[config.mk]
export PLATFORM = sky130hd
export DESIGN_NAME = fir_err_monitor
export DESIGN_NICKNAME = d
export VERILOG_FILES = /design/src/rtl/fir_wlo_pkg.sv /design/src/rtl/err_sq_pipe.sv /design/src/rtl/fir_err_monitor.sv
export SDC_FILE = /design/constraint.sdc
export NUM_CORES = 2
export LEC_CHECK = 0
export CAP_MARGIN = 5
export CORE_ASPECT_RATIO = 2
export CORE_UTILIZATION = 65
export DETAILED_ROUTE_END_ITERATION = 8
export HOLD_SLACK_MARGIN = 0.08
export PLACE_DENSITY = 0.86
export SYNTH_ARGS = -nofsm -noshare
export SYNTH_HDL_FRONTEND = slang
export SYNTH_SLANG_ARGS = --single-unit
[constraint.sdc]
create_clock -name clk -period 19.18 [get_ports clk]
set_input_delay 3.836 -clock clk [delete_from_list [all_inputs] [get_ports clk]]
set_output_delay 3.836 -clock clk [all_outputs]
set_load 0.01 [all_outputs]
[src/rtl/fir_wlo_pkg.sv]
// Shared types and helpers for the word-length optimisation measurement blocks.
package fir_wlo_pkg;

  typedef enum logic [2:0] {ST_IDLE, ST_SKIP, ST_MEAS, ST_DRAIN, ST_DONE} state_t;

  // Widest accumulator/addend the saturation helper can handle.
  localparam int SAT_MAX = 128;

  // Width of the exact reference-minus-DUT difference.
  function automatic int calc_err_wl(input int ref_inte_wl, input int ref_frac_wl);
    return ref_inte_wl + ref_frac_wl + 1;
  endfunction

  // Saturation test for a w-bit unsigned accumulator: 1 when a + b no longer fits in w bits.
  function automatic logic sat_add_ovf(input logic [SAT_MAX-1:0] a, input logic [SAT_MAX-1:0] b,
                                       input int w);
    logic [SAT_MAX:0] sum, lim;
    sum = {1'b0, a} + {1'b0, b};
    lim = {{SAT_MAX{1'b0}}, 1'b1} << w;
    return sum >= lim;
  endfunction

endpackage

[src/rtl/err_sq_pipe.sv]
// Aligns DUT and reference samples, subtracts, then registers |diff| and diff^2.
module err_sq_pipe
  import fir_wlo_pkg::*;
#(
  parameter int OUT_INTE_WL = 4,
  parameter int OUT_FRAC_WL = 8,
  parameter int REF_INTE_WL = 8,
  parameter int REF_FRAC_WL = 16
) (
  input  logic                                         clk,
  input  logic                                         rst,
  input  logic                                         in_valid,
  input  logic [OUT_INTE_WL+OUT_FRAC_WL-1:0]           dut_data,
  input  logic [REF_INTE_WL+REF_FRAC_WL-1:0]           ref_data,
  output logic                                         out_valid,
  output logic                                         in_flight,
  output logic [REF_INTE_WL+REF_FRAC_WL:0]             abs_diff,
  output logic [2*(REF_INTE_WL+REF_FRAC_WL+1)-1:0]     diff_sq
);

  localparam int DW     = OUT_INTE_WL + OUT_FRAC_WL;
  localparam int RW     = REF_INTE_WL + REF_FRAC_WL;
  localparam int E      = calc_err_wl(REF_INTE_WL, REF_FRAC_WL);
  localparam int SH     = REF_FRAC_WL - OUT_FRAC_WL;
  localparam int STAGES = 2;

  logic [E-1:0]      dut_al, ref_ext, diff_d, diff_q, abs_d, abs_q;
  logic [2*E-1:0]    sq_q;
  logic [STAGES:1]   vld_pipe;

  // Both operands widened to E bits so the subtraction is exact; abs of the most
  // negative value lands on 2^(E-1), which is still representable unsigned.
  always_comb begin
    dut_al  = {{(E-DW){dut_data[DW-1]}}, dut_data} << SH;
    ref_ext = {{(E-RW){ref_data[RW-1]}}, ref_data};
    diff_d  = ref_ext - dut_al;
    abs_d   = diff_q[E-1] ? (~diff_q + E'(1)) : diff_q;
  end

  always_ff @(posedge clk) begin
    if (rst) begin
      vld_pipe <= '0;
      diff_q   <= '0;
      abs_q    <= '0;
      sq_q     <= '0;
    end else begin
      vld_pipe <= {vld_pipe[STAGES-1:1], in_valid};
      if (in_valid) diff_q <= diff_d;
      if (vld_pipe[1]) begin
        abs_q <= abs_d;
        sq_q  <= {{E{1'b0}}, abs_d} * {{E{1'b0}}, abs_d};
      end
    end
  end

  assign out_valid = vld_pipe[STAGES];
  assign in_flight = vld_pipe[1];
  assign abs_diff  = abs_q;
  assign diff_sq   = sq_q;

endmodule

[src/rtl/fir_err_monitor.sv]
// Squared/peak error measurement between a reduced-precision FIR and its wide reference,
// with transient skip and a start/busy/done handshake toward the WLO controller.
module fir_err_monitor
  import fir_wlo_pkg::*;
#(
  parameter int OUT_INTE_WL = 4,
  parameter int OUT_FRAC_WL = 8,
  parameter int REF_INTE_WL = 8,
  parameter int REF_FRAC_WL = 16,
  parameter int SKIP        = 15,
  parameter int N_SAMPLES   = 1024,
  parameter int ACC_WL      = 48
) (
  input  logic                                 clk,
  input  logic                                 rst,
  input  logic                                 start,
  input  logic [OUT_INTE_WL+OUT_FRAC_WL-1:0]   dut_data,
  input  logic                                 dut_valid,
  input  logic [REF_INTE_WL+REF_FRAC_WL-1:0]   ref_data,
  input  logic                                 ref_valid,
  output logic                                 busy,
  output logic                                 done,
  output logic [ACC_WL-1:0]                    err_sq_sum,
  output logic [REF_INTE_WL+REF_FRAC_WL:0]     err_max_abs,
  output logic                                 overflow,
  output logic                                 align_err
);

  localparam int E       = calc_err_wl(REF_INTE_WL, REF_FRAC_WL);
  localparam int CNT_MAX = (SKIP > N_SAMPLES) ? SKIP : N_SAMPLES;
  localparam int CNT_W   = $clog2(CNT_MAX + 1);

  state_t            state, state_nx;
  logic [CNT_W-1:0]  cnt;
  logic              pair, start_ok, skip_last, meas_last;
  logic              pipe_valid, pipe_pend, sat;
  logic [E-1:0]      pipe_abs;
  logic [2*E-1:0]    pipe_sq;
  logic [ACC_WL-1:0] acc, acc_nx;
  logic [E-1:0]      max_q;
  logic              ovf_q, aerr_q;

  assign pair      = dut_valid & ref_valid;
  assign start_ok  = start && (state == ST_IDLE || state == ST_DONE);
  assign skip_last = pair && (int'(cnt) == SKIP - 1);
  assign meas_last = pair && (int'(cnt) == N_SAMPLES - 1);

  always_ff @(posedge clk) begin
    if (rst) state <= ST_IDLE;
    else     state <= state_nx;
  end

  always_comb begin
    state_nx = state;
    case (state)
      ST_IDLE, ST_DONE: if (start) state_nx = (SKIP == 0) ? ST_MEAS : ST_SKIP;
      ST_SKIP:          if (skip_last) state_nx = ST_MEAS;
      ST_MEAS:          if (meas_last) state_nx = ST_DRAIN;
      // Nothing new enters during DRAIN, so an empty first stage means the
      // last product is being accumulated on this edge.
      ST_DRAIN:         if (!pipe_pend) state_nx = ST_DONE;
      default:          state_nx = ST_IDLE;
    endcase
  end

  always_comb begin
    busy = 1'b0;
    done = 1'b0;
    case (state)
      ST_SKIP, ST_MEAS, ST_DRAIN: busy = 1'b1;
      ST_DONE:                    done = 1'b1;
      default: ;
    endcase
  end

  always_ff @(posedge clk) begin
    if (rst || start_ok)
      cnt <= '0;
    else if ((state == ST_SKIP && skip_last) || (state == ST_MEAS && meas_last))
      cnt <= '0;
    else if ((state == ST_SKIP || state == ST_MEAS) && pair)
      cnt <= cnt + CNT_W'(1);
  end

  err_sq_pipe #(
    .OUT_INTE_WL (OUT_INTE_WL),
    .OUT_FRAC_WL (OUT_FRAC_WL),
    .REF_INTE_WL (REF_INTE_WL),
    .REF_FRAC_WL (REF_FRAC_WL)
  ) u_pipe (
    .clk       (clk),
    .rst       (rst),
    .in_valid  (state == ST_MEAS && pair),
    .dut_data  (dut_data),
    .ref_data  (ref_data),
    .out_valid (pipe_valid),
    .in_flight (pipe_pend),
    .abs_diff  (pipe_abs),
    .diff_sq   (pipe_sq)
  );

  // The full-width square feeds the overflow test, so a product wider than
  // the accumulator saturates even though its truncated form might not.
  always_comb begin
    sat    = sat_add_ovf(SAT_MAX'(acc), SAT_MAX'(pipe_sq), ACC_WL);
    acc_nx = sat ? '1 : acc + ACC_WL'(pipe_sq);
  end

  always_ff @(posedge clk) begin
    if (rst || start_ok) begin
      acc    <= '0;
      max_q  <= '0;
      ovf_q  <= 1'b0;
      aerr_q <= 1'b0;
    end else begin
      if (pipe_valid) begin
        acc <= acc_nx;
        if (sat) ovf_q <= 1'b1;
        if (pipe_abs > max_q) max_q <= pipe_abs;
      end
      if (busy && (dut_valid ^ ref_valid)) aerr_q <= 1'b1;
    end
  end

  assign err_sq_sum  = acc;
  assign err_max_abs = max_q;
  assign overflow    = ovf_q;
  assign align_err   = aerr_q;

endmodule

* Word level (Yosys, flattened, before mapping)
Index checks and enable logic that the tools add are counted.
** Storage, ports and cells
- Flip-flop bits (word level) :: 191
** Cells by class
- Add/subtract/negate cells :: 5
- Multiply operators :: 1
- Order comparisons :: 2
- Equal/unequal tests :: 10
- Mux-type cells :: 9
- Bitwise operators :: 3
- Reductions and logical operators :: 19
** Operators by type and width (number)
- $add 48x50->51 :: 1
- $ge 51x49->1 const B :: 1
- $mul 25x25->50 :: 1
- $add 48x48->48 :: 1
- $mux 48 :: 1
- $add 25x1->25 const B :: 1
- $gt 25x25->1 :: 1
- $mux 25 :: 1
- $not 25->25 :: 1
- $sub 24x20->25 :: 1
- $mux 3 :: 4
- $pmux 3 s4 :: 1
- $add 11x1->11 const B :: 1
- $eq 11x11->1 const B :: 1
- $eq 11x5->1 const B :: 1
- $logic_and 1x1->1 :: 8
- $ne 2x2->1 const B :: 4
- $eq 3x2->1 const B :: 2
- $logic_or 1x1->1 :: 4
- $reduce_and 2->1 :: 2
- $reduce_and 4->1 :: 1
- $reduce_or 2->1 :: 2
- $eq 3x1->1 const B :: 1
- $eq 3x3->1 const B :: 1
- 5 further kinds :: 6

* Logic depth before layout (Yosys ltp)
- Depth in word-level cells :: 5
- Mapped depth :: 37
- Depth with buffers taken out :: 34

* Hierarchy
From an unflattened synthesis, not the netlist that was laid out.
** Second synthesis, totals
- Cells, all modules :: 3400
- Area, all modules :: 29310.6 um2
** Modules (own cells, without submodules)
- err_sq_pipe :: times used 1, cells an instance 2520, area an instance 22495.3 um2, seq. area each 2001.9 um2
- fir_err_monitor :: times used 1, cells an instance 880, area an instance 6815.3 um2, seq. area each 1781.7 um2

* Worst setup path before layout
Ideal clock, no wire load.
- Path type :: register to register
- From :: reg u_pipe.diff_q[0]
- To :: reg u_pipe.sq_q[47] (netlist: u_pipe.diff_sq[47])
- Library setup time :: 0.086 ns
- Data arrival time :: 9.026 ns
- Data required time :: 19.094 ns
- Slack :: 10.069 ns
- Cell stages (with the launch flop) :: 34
- Buffers on the path :: 4
- Period minus slack after synthesis :: 9.111 ns
- Path through :: dfxtp_1 clkbuf_1 inv_1 clkbuf_1 ha_1 nand2_1 or3b_4 or3_4 nand2_1 xnor2_1 clkinv_1 buf_4 nor2_1 fa_1 fa_1 fa_1 fa_1 fa_1 fa_1 inv_1 fa_1 inv_1 ha_1 clkbuf_1 a21o_1 a21o_1 a221oi_1 o21ai_0 a21oi_1 o21ai_0 a311oi_1 a21oi_1 xnor2_1 a211oi_1
** Between the ends
- Longest elaborated chain between the ends :: 4
** Ends and longest elaborated chain
- start: declaration :: line err_sq_pipe.sv:27 : logic [E-1:0] dut_al, ref_ext, diff_d, diff_q, abs_d, abs_q;
- start signal: assignment :: line err_sq_pipe.sv:48 : if (in_valid) diff_q <= diff_d;
- $not 25->25 :: line err_sq_pipe.sv:37 : abs_d = diff_q[E-1] ? (~diff_q + E'(1)) : diff_q;
- $add 25x1->25 :: line err_sq_pipe.sv:37
- $mux 25 (*) :: line err_sq_pipe.sv:37
- $mul 25x25->50 (*) :: line err_sq_pipe.sv:51 : sq_q <= {{E{1'b0}}, abs_d} * {{E{1'b0}}, abs_d};
- end signal: assignment :: line err_sq_pipe.sv:51
- end: declaration :: line err_sq_pipe.sv:28 : logic [2*E-1:0] sq_q;
Mark *: on every way between the ends. The rest lies on a longest branch, timed or not.
A chain may end at the register's enable or synchronous reset.

* Final worst setup path
- From :: reg u_pipe.diff_q[5]
- To :: reg u_pipe.sq_q[47] (netlist: u_pipe.diff_sq[47])
The elaborated chain is that of the path after synthesis.

==> results by group <==
Power and ir drop
  • Leakage power summed over all cells: between 15 and 20 nW
  • Internal Pwr Total: 658 uW
  • Portion of total power attributed to combinational logic: 0.207
  • Switching portion of total power: 0.333
  • Worst vdd ir: 85.6 uV
  • Sequential share of power: 0.412
  • Power density cells: 31.5 nW/um^2
  • Clk network pwr share: 0.381
  • Net switching power: 328 uW

Clock network
  • TritonCTS buffer count: 17
  • Maximum buffer depth of the clock tree: 2
  • CTS resizes: 0
  • Buffer type at the clock tree root: sky130_fd_sc_hd__clkbuf_16
  • Total number of H-tree levels: 4
  • Clock tree from TritonCTS: yes
  • Post-CTS setup-driven buffer insertion count: 0
  • Post-CTS Hold Fix Bufs: 0
  • Clock sinks: 189
  • Insertion delay of the later-clocked pin in the worst-skew pair: roughly 0.46 ns
  • CTS clock-pin slew for the worst setup and hold paths: 0.08 ns

Detailed routing
  • DRC violations left: 0
  • Total number of vias: 24.6k
  • Number of violations reported at the end of detailed-routing iteration 0: 1,607
  • Post-Route WL: ~89,000 um
  • Per-cell routed wire length: 22.2 um
  • First-pass DRT Iterations: 5
  • Avg Vias per Cell: 6.15
  • Number of antenna-violating nets in the routed design: 0

STA
  • Worst slew slack as a fraction of its limit: 0.183
  • Final critical delay including setup and external delays: 11.39 ns
  • # setup viols final: 0
  • Final worst-path setup slack: 7.79 ns
  • Final hold violation count: 0
  • Slew at the pin closest to its max-slew limit: 1.21 ns
  • Final worst clock skew: 0.0139 ns
  • Fin Setup TNS: 0 ns
  • Part of the cycle the worst path needs: 0.594
  • RSZ-0062 raised after global routing: no
  • Max-slew violations: 0
  • Highest clock rate: 87.8 MHz

Placed design
  • Number of buffers inserted by port buffering: between 100 and 150
  • Placement Setup Slack: 8.10 ns
  • Hpwl dp: 70,100 um
  • Standard cell area after detailed placement: between 30,000 and 40,000 um^2
  • Final weighted congestion in routability-driven placement: 1.03

Critical path
  • Required time of the critical path: 19.55 ns
  • Critical setup path kind: flip-flop to flip-flop
  • Buffers & Inverters on Critical Path: 5
  • Endpoint class of the critical path: flip-flop
  • CP Data Arrival Time: 11.76 ns
  • Max FO, Critical Path: 18
  • Category of the worst setup path launch point: flip-flop
  • Max incr delay on CP: between 1 and 1.5 ns
  • Crit-path leading delay family: adder cells
  • CP max-delay cell: sky130_fd_sc_hd__clkinv_1
  • Cell repeated most along the worst path: sky130_fd_sc_hd__fa_1

Synthesis
  • Ys flop type: sky130_fd_sc_hd__dfxtp_1
  • Cell type with the highest aggregate area in the netlist: sky130_fd_sc_hd__fa_1
  • Per-instance average area after synthesis: 8.55 um^2
  • Main combinational cell family by area after synthesis: adder cells
  • Fraction of synthesized cell area taken by the top area cell type: 0.329
  • Sequential share of the synthesized area: 0.131
  • Warnings from Yosys: 0
  • Mapped Area: 28,900 um^2
  • Post-synthesis compound-gate area fraction: 0.129
  • Largest cells by area after synthesis: sky130_fd_sc_hd__fa_1 (33%), sky130_fd_sc_hd__dfxtp_1 (13%), sky130_fd_sc_hd__ha_1 (12%), sky130_fd_sc_hd__inv_1 (9.1%), sky130_fd_sc_hd__nor2_1 (3.7%)
  • Synth Instances: 3,386
  • Count of state elements after synthesis: between 150 and 200
  • Multiplexer fraction of the synthesized cell area: 0.0152
  • Synthesized-area fraction occupied by and/or/nand/nor cells: 0.122
  • Number of synthesized flops with an enable pin: 0
  • Fraction of synthesized cell area in xor and xnor cells: 0.0442
  • Synth unique cells: 76
  • Async set-or-reset flop fraction in the synthesized netlist: 0
  • Adder-cell share of the synthesized area: 0.447

Die
  • Floorplan row count: 109
  • I/O pin count: 118
  • Initial cell density of the core: 0.657
  • DIE WIDTH: 151 um
  • Core ar.: 44,100 um^2
  • Die outline area: 45,400 um^2
  • Vert. Die Dim: 300 um

Final layout
  • Count of inserted antenna diode cells: 0
  • Final std cell area, no fill: between 30,000 and 40,000 um^2
  • Layout area overhead: 8.00%
  • Final net count: between 4k and 5k
  • Share of the core filled with cells in the final layout: 0.710
  • Layout cell share with drive strength beyond 1: 0.0339

GRT
  • Sum of overflow across all layers after global routing: 0
  • Maximum number of pins on one net before global-route repair: 87
  • Vias in the first global route: 26.8k
  • Antenna violations before repair: 0
  • Global-route wire length before repair: 139,000 um
  • Global Route Usage Sum: 0.412

Status
  • Status: finished clean

Flow run
  • Number of maximum-capacitance violations: 0

Hold path
  • Worst min-delay path class: flip-flop to flip-flop
==> Yosys cell counts (8+ instances only) <==
cell type / instances
sky130_fd_sc_hd__inv_1: 705
sky130_fd_sc_hd__fa_1: 476
sky130_fd_sc_hd__nor2_1: 287
sky130_fd_sc_hd__nand2_1: 282
sky130_fd_sc_hd__ha_1: 272
sky130_fd_sc_hd__a21oi_1: 190
sky130_fd_sc_hd__dfxtp_1: 189
sky130_fd_sc_hd__o21ai_0: 152
sky130_fd_sc_hd__clkbuf_1: 114
sky130_fd_sc_hd__xnor2_1: 83
sky130_fd_sc_hd__a21o_1: 65
sky130_fd_sc_hd__a31oi_1: 58
sky130_fd_sc_hd__xor2_1: 58
sky130_fd_sc_hd__nand3_1: 54
sky130_fd_sc_hd__mux2i_1: 44
sky130_fd_sc_hd__a211oi_1: 39
sky130_fd_sc_hd__nand4_1: 30
sky130_fd_sc_hd__nor3_1: 23
sky130_fd_sc_hd__nor2b_1: 20
sky130_fd_sc_hd__and3_1: 19
sky130_fd_sc_hd__nand2b_1: 17
sky130_fd_sc_hd__o21bai_1: 16
sky130_fd_sc_hd__buf_1: 12
sky130_fd_sc_hd__o21a_1: 11
sky130_fd_sc_hd__a21boi_0: 10
sky130_fd_sc_hd__o211ai_1: 10
sky130_fd_sc_hd__nor4_1: 8
sky130_fd_sc_hd__o22ai_1: 8
sky130_fd_sc_hd__o31ai_1: 8
==> worst paths after layout <==
check	slack, ns	cells after the start	startpoint	endpoint
setup / recovery	7.79	30	u_pipe.diff_q[5]$_SDFFE_PP0P_	u_pipe.diff_sq[47]$_SDFFE_PP0P_
hold / removal	0.49	1	overflow$_SDFFE_PP0P_	overflow$_SDFFE_PP0P_
setup reg to reg	7.79	30	u_pipe.diff_q[5]$_SDFFE_PP0P_	u_pipe.diff_sq[47]$_SDFFE_PP0P_
hold reg to reg	0.49	1	overflow$_SDFFE_PP0P_	overflow$_SDFFE_PP0P_
==> cells by family after synthesis <==
family | Yosys count
buf+inv | 856
simple gates | 792
fa+ha+maj | 748
compound gates | 612
flops | 189
xor+xnor | 143
mux | 44
other cells | 2
==> sequential cells by signal, summed over array words and instances, names as in the netlist, 2 cells and up <==
signal and cells:
u_pipe.vld_pipe 2, state 3, u_pipe.abs_diff 24, u_pipe.diff_q 25
u_pipe.diff_sq 49, err_sq_sum 48, cnt 11, err_max_abs 25
==> placed cells by master (no fill, tap or decap), drive strengths merged, types with 54 or more instances in the layout <==
cell	instances
xor2	60
nand3	54
fa	476
inv	717
xnor2	83
nand2	288
a21oi	190
nor2	288
o21ai	158
a21o	65
dfxtp	189
ha	272
clkdlybuf4s50	116
a31oi	58
==> layout make-up <==
class                      count  area [um^2]
clock inverter                15          195
sequential                   189         3790
clock buffer                  17          425
multi-input combinational   2357        22000
tap                          555          694
inverter                     718         2700
fill                        3305        12800
timing repair buffer         152         1430
==> through the flow <==
| step | cells | power [mW] | hold WS (ns) |
|---|---|---|---|
| after detailed placement | 3971 | 0.611 | 0.475 |
| after global placement | 3971 | 0.607 | 0.464 |
| final | 4003 | 0.986 | 0.490 |
| after CTS | 4003 | 0.983 | 0.491 |
| after global routing | 4003 | 1.02 | 0.510 |
| after floorplan | 3402 | 0.541 | 0.449 |
==> metal layers <==
metal	track usage	vias to the layer above	routed length, um
li1	-	10828	-
met1	0.417	11895	27400
met2	0.704	1326	44600
met3	0.0827	559	7490
met4	0.367	0	9240
met5	0	-	0
==> power groups by stage <==
stage	combinational (mW)	sequential [mW]	clock, mW
2_1_floorplan	0.131	0.411	0
3_3_place_gp	0.192	0.415	0
3_5_place_dp	0.196	0.415	0
4_1_cts	0.198	0.406	0.379
5_1_grt	0.219	0.407	0.390
6_report	0.204	0.406	0.375
Power figures use the tool's default switching activity.
